`config.mk`:
```
export PLATFORM = sky130hd
export DESIGN_NAME = subband_serializer
export DESIGN_NICKNAME = d
export VERILOG_FILES = /design/src/rtl/subband_serializer.sv
export SDC_FILE = /design/constraint.sdc
export NUM_CORES = 2
export LEC_CHECK = 0
export CAP_MARGIN = 20
export CORE_MARGIN = 2
export CORE_UTILIZATION = 51
export CTS_BUF_LIST = sky130_fd_sc_hd__clkbuf_16
export CTS_CLUSTER_SIZE = 16
export DETAILED_ROUTE_END_ITERATION = 6
export GPL_TIMING_DRIVEN = 0
export PLACE_DENSITY = 0.77
export SYNTH_ARGS = -nofsm -noshare
export SYNTH_HDL_FRONTEND = slang
export SYNTH_SLANG_ARGS = --single-unit
```
`constraint.sdc`:
```
create_clock -name clock -period 2.48 [get_ports clock]
set_input_delay 0.372 -clock clock [delete_from_list [all_inputs] [get_ports clock]]
set_output_delay 0.372 -clock clock [all_outputs]
set_load 0.02 [all_outputs]
```
`src/rtl/subband_serializer.sv`:
```
// Ping-pong collector for the analysis filterbank: captures a full set of subband
// samples on each frame strobe and streams them out one band per beat.
module subband_serializer #(
  parameter int NUM_BANDS = 16,
  parameter int DATA_W    = 35,
  parameter int BAND_W    = 4,
  parameter int CNT_W     = 8
) (
  input  logic                        clock,
  input  logic                        reset,
  input  logic                        clk_enable,
  input  logic                        frame_valid,
  input  logic [NUM_BANDS*DATA_W-1:0] band_in,
  output logic                        out_valid,
  input  logic                        out_ready,
  output logic [DATA_W-1:0]           out_data,
  output logic [BAND_W-1:0]           out_band,
  output logic                        out_last,
  output logic                        overrun,
  output logic [CNT_W-1:0]            drop_count,
  input  logic                        overrun_clr,
  output logic                        dbg_state
);

  typedef enum logic {S_IDLE = 1'b0, S_DRAIN = 1'b1} state_t;

  localparam logic [BAND_W-1:0] LAST_IDX = BAND_W'(NUM_BANDS - 1);

  state_t                        state_q, state_d;
  logic [BAND_W-1:0]             idx_q, idx_d;
  logic                          rp_q, rp_d, wp_q, wp_d;
  logic [1:0]                    full_q, full_d;
  logic [NUM_BANDS*DATA_W-1:0]   bank_q [2];
  logic [NUM_BANDS*DATA_W-1:0]   bank_d [2];
  logic                          overrun_q, overrun_d;
  logic [CNT_W-1:0]              cnt_q, cnt_d;

  logic xfer, last_xfer, wp_free, capture, drop;

  // Handshake: a beat moves when out_valid && out_ready on an enabled cycle; while
  // out_valid is high and out_ready low, data/band/last hold and out_valid stays high.
  assign out_valid  = (state_q == S_DRAIN);
  assign out_data   = out_valid ? bank_q[rp_q][idx_q*DATA_W +: DATA_W] : '0;
  assign out_band   = idx_q;
  assign out_last   = out_valid && (idx_q == LAST_IDX);
  assign overrun    = overrun_q;
  assign drop_count = cnt_q;
  assign dbg_state  = state_q;

  always_comb begin
    xfer      = out_valid && out_ready;
    last_xfer = xfer && (idx_q == LAST_IDX);
    // A bank freed by the final beat is reusable in the same cycle.
    wp_free   = !full_q[wp_q] || (last_xfer && (rp_q == wp_q));
    capture   = frame_valid && wp_free;
    drop      = frame_valid && !wp_free;

    state_d   = state_q;
    idx_d     = idx_q;
    rp_d      = rp_q;
    wp_d      = wp_q;
    full_d    = full_q;
    bank_d[0] = bank_q[0];
    bank_d[1] = bank_q[1];
    overrun_d = overrun_q;
    cnt_d     = cnt_q;

    if (last_xfer) full_d[rp_q] = 1'b0;
    if (capture) begin
      bank_d[wp_q] = band_in;
      full_d[wp_q] = 1'b1;
      wp_d         = !wp_q;
    end

    case (state_q)
      S_IDLE: begin
        idx_d = '0;
        if (full_d[rp_q]) state_d = S_DRAIN;
      end
      S_DRAIN: begin
        if (last_xfer) begin
          idx_d = '0;
          rp_d  = !rp_q;
          if (!full_d[!rp_q]) state_d = S_IDLE;
        end else if (xfer) begin
          idx_d = idx_q + 1'b1;
        end
      end
      default: state_d = S_IDLE;
    endcase

    if (overrun_clr) begin
      overrun_d = 1'b0;
      cnt_d     = '0;
    end
    if (drop) begin
      overrun_d = 1'b1;
      if (overrun_clr)                  cnt_d = {{(CNT_W-1){1'b0}}, 1'b1};
      else if (cnt_q != {CNT_W{1'b1}})  cnt_d = cnt_q + 1'b1;
    end
  end

  always_ff @(posedge clock or negedge reset) begin
    if (!reset) begin
      state_q   <= S_IDLE;
      idx_q     <= '0;
      rp_q      <= 1'b0;
      wp_q      <= 1'b0;
      full_q    <= '0;
      bank_q[0] <= '0;
      bank_q[1] <= '0;
      overrun_q <= 1'b0;
      cnt_q     <= '0;
    end else if (clk_enable) begin
      state_q   <= state_d;
      idx_q     <= idx_d;
      rp_q      <= rp_d;
      wp_q      <= wp_d;
      full_q    <= full_d;
      bank_q[0] <= bank_d[0];
      bank_q[1] <= bank_d[1];
      overrun_q <= overrun_d;
      cnt_q     <= cnt_d;
    end
  end

endmodule

```
==> impl_metrics.json <==
{
  "outcome": "complete, but fails checks",
  "violations": "negative setup slack",
  "maxCapViolations": 0,
  "cp_max_fo": 10,
  "ys_seq_elements": 1138,
  "core_area_mm2": 0.102,
  "slew_violations": 0,
  "required_ns": 2.11,
  "root_buffer": "clkbuf_16",
  "final_common_cell": "dfrtp_1",
  "rsz0062_at_grt": "true",
  "final_hold_viol_count": 0,
  "syn-num-nets": 4103,
  "gr-usage-met1": 0.462,
  "numCtsBuffers": 119,
  "cts_max_path_buffers": 3,
  "hold_path_class": "in2async",
  "critPathKind": "reg2out",
  "synth_ff_type": "dfrtp_1",
  "grt.busiest_layer": "met2",
  "gr-usage-met2": 0.545,
  "antenna_found_initial": 77,
  "finalSetupViolCount": 1160,
  "track_usage": 0.362,
  "synth_cell_types": 49,
  "die_area_mm2": 0.105,
  "initial_core_util": 0.514,
  "grt_pass1_wl_mm": 267,
  "placed_area_mm2": 0.0605,
  "clkLatencyLatePin_ns": 0.73,
  "first_pass_iters": 5,
  "nNetsFinal": 4885,
  "fin_skew_ns": 0.0243,
  "drive_above_1_share": 0.448,
  "setup_ws_ns": -1.06,
  "avgSynthCellArea_um2": 14.8,
  "synth_warnings": 0,
  "leakagePower_nw": 28.6,
  "dpl.hpwl_mm": 142,
  "start_kind": "flip-flop",
  "worstMarginPinSlew_ns": 0.979,
  "overflow": 0,
  "max_freq_mhz": 283,
  "finalInstanceArea_mm2": 0.0679,
  "most-common-layout-cells": "1135 x dfrtp_1, 989 x mux2_2, 579 x clkdlybuf4s50_1",
  "max-vdd-ir-drop_v": 0.000811,
  "grt_max_degree": 185,
  "synth-edff-count": 0,
  "routedWlPerCell_um": 33.0,
  "worstSetupEndpointType": "output pin",
  "die_h_um": 324,
  "setup-tns-final_ns": -339.78,
  "synthesis.area_mm2": 0.0523,
  "die_x_um": 324,
  "htree_levels": 3,
  "final.period_utilization": 1.43,
  "antenna_left": 0,
  "final_util": 0.668,
  "cts_num_sinks": 1138,
  "synth_seq_area_share": 0.544,
  "period_minus_slack_ns": 3.54,
  "num_rows": 117,
  "critical_path_arrival_ns": 3.17,
  "powerDensity_mw_per_mm2": 1380,
  "cts_tree": "yes",
  "grt_pass1_vias": 37500,
  "maxSlewHeadroom": 0.347,
  "grt_util_met3": 0.118,
  "synth_async_sr_flop_share": 1.00,
  "io_buffers": 616,
  "drc": 0,
  "vias": 36500,
  "avgViaCountPerCell": 6.24,
  "r2r_cells": 13,
  "place.gp.congestion": 0.965,
  "hold_ws_ns": 0.189,
  "path_clk_slew_ns": 0.06,
  "areaGrowthSynthToFinish_pct": 29.8,
  "syn-instance-count": 3535,
  "first_iter_violations": 3540,
  "routed_wl_mm": 193,
  "pin_count": 617
}
final cells by class:
type	instances	area (µm²)
flip-flops and latches	1138	28500
fillers	7014	33800
multi-input cells	2114	24200
clock inverters	100	751
plain buffers	266	2580
diodes	57	143
well taps	1368	1710
repair buffers	666	6970
inverters	12	47.5
clock buffers	120	3000
cell usage after synthesis (all sizes together) (7+ instances only):
master | number | area [µm²]
mux2 | 1280 | 14700
dfrtp | 1138 | 28500
buf | 174 | 1050
mux4 | 140 | 3150
nand2 | 123 | 462
clkbuf | 97 | 364
o22ai | 87 | 544
a211oi | 72 | 541
nor2b | 72 | 450
mux2i | 52 | 521
o21ai | 48 | 240
a21oi | 40 | 200
nor3 | 40 | 200
o221a | 35 | 394
o31ai | 35 | 263
o2111ai | 19 | 166
a211o | 15 | 131
inv | 9 | 33.8
nor2 | 7 | 26.3
worst paths after layout:
| kind | startpoint | end | slack, ns |
|---|---|---|---|
| max in group asynchronous | reset | bank_q[1027]$_DFFE_PN0P_ | 0.09 |
| hold reg to reg | overrun$_DFFE_PN0P_ | overrun$_DFFE_PN0P_ | 0.49 |
| setup reg to reg | out_band[0]$_DFFE_PN0P_ | bank_q[552]$_DFFE_PN0P_ | -0.50 |
| hold / removal | reset | bank_q[365]$_DFFE_PN0P_ | 0.19 |
| setup / recovery | rp_q$_DFFE_PN0P_ | out_data[27] | -1.06 |
| min in group clock | band_in[400] | bank_q[960]$_DFFE_PN0P_ | 0.26 |
registers in the layout (all words and copies together), names as in the netlist:
signal and flops:
bank_q 1120, drop_count 8, out_band 4, full_q 2
dbg_state 1, overrun 1, rp_q 1, wp_q 1
worst max-delay path: stages (launching register included):
cell,delay [ns]
dfrtp_2,0.44
buf_12,0.16
buf_16,0.18
buf_12,0.20
buf_12,0.18
clkbuf_8,0.23
o22ai_1,0.17
nor3_4,0.44
o221a_4,0.28
buf_6,0.13
power by group:
group          switching [W]  total [W]  internal [W]  leakage [nW]
Sequential           0.00521     0.0329        0.0277          13.9
Clock                0.00770     0.0176       0.00987          1.94
Combinational         0.0221     0.0433        0.0213          12.8
Total                 0.0350     0.0938        0.0588          28.6
routing by layer:
layer  wire length (µm)  share of wire  up-vias
met5                240         0.0012        -
met4              11400          0.059       36
met3              21100           0.11      506
met2              88000           0.46     1876
met1              72200           0.37    19300
li1                   -              -    14800
through the flow:
stage,setup WS [ns],power (W),cells
after floorplan,0.0604,0.0536,3535
after global placement,-54.58,0.0675,5519
final,-1.06,0.0938,5841
after global routing,-1.05,0.0969,5835
after detailed placement,-2.69,0.0686,5531
after CTS,-1.13,0.0906,5763
cells by family after synthesis:
logic type | after synthesis | synth area share
mux | 1472 | 0.352
compound gates | 369 | 0.0503
simple gates | 269 | 0.0251
flops | 1138 | 0.544
buf+inv | 283 | 0.0279
fa+ha+maj | 2 | 0.000478
xor+xnor | 2 | 0.000335
what timing repair did:
action                                  in CTS  in global routing
hold buffers                                 1                  0
resized for setup                          770                221
buffers inserted                            13                 12
endpoints found under the setup margin    1166               1456
pin swaps                                   58                 32
cloned                                       3                  9
endpoints found under the hold margin       85                  0
(Power assumes the default switching activity.)
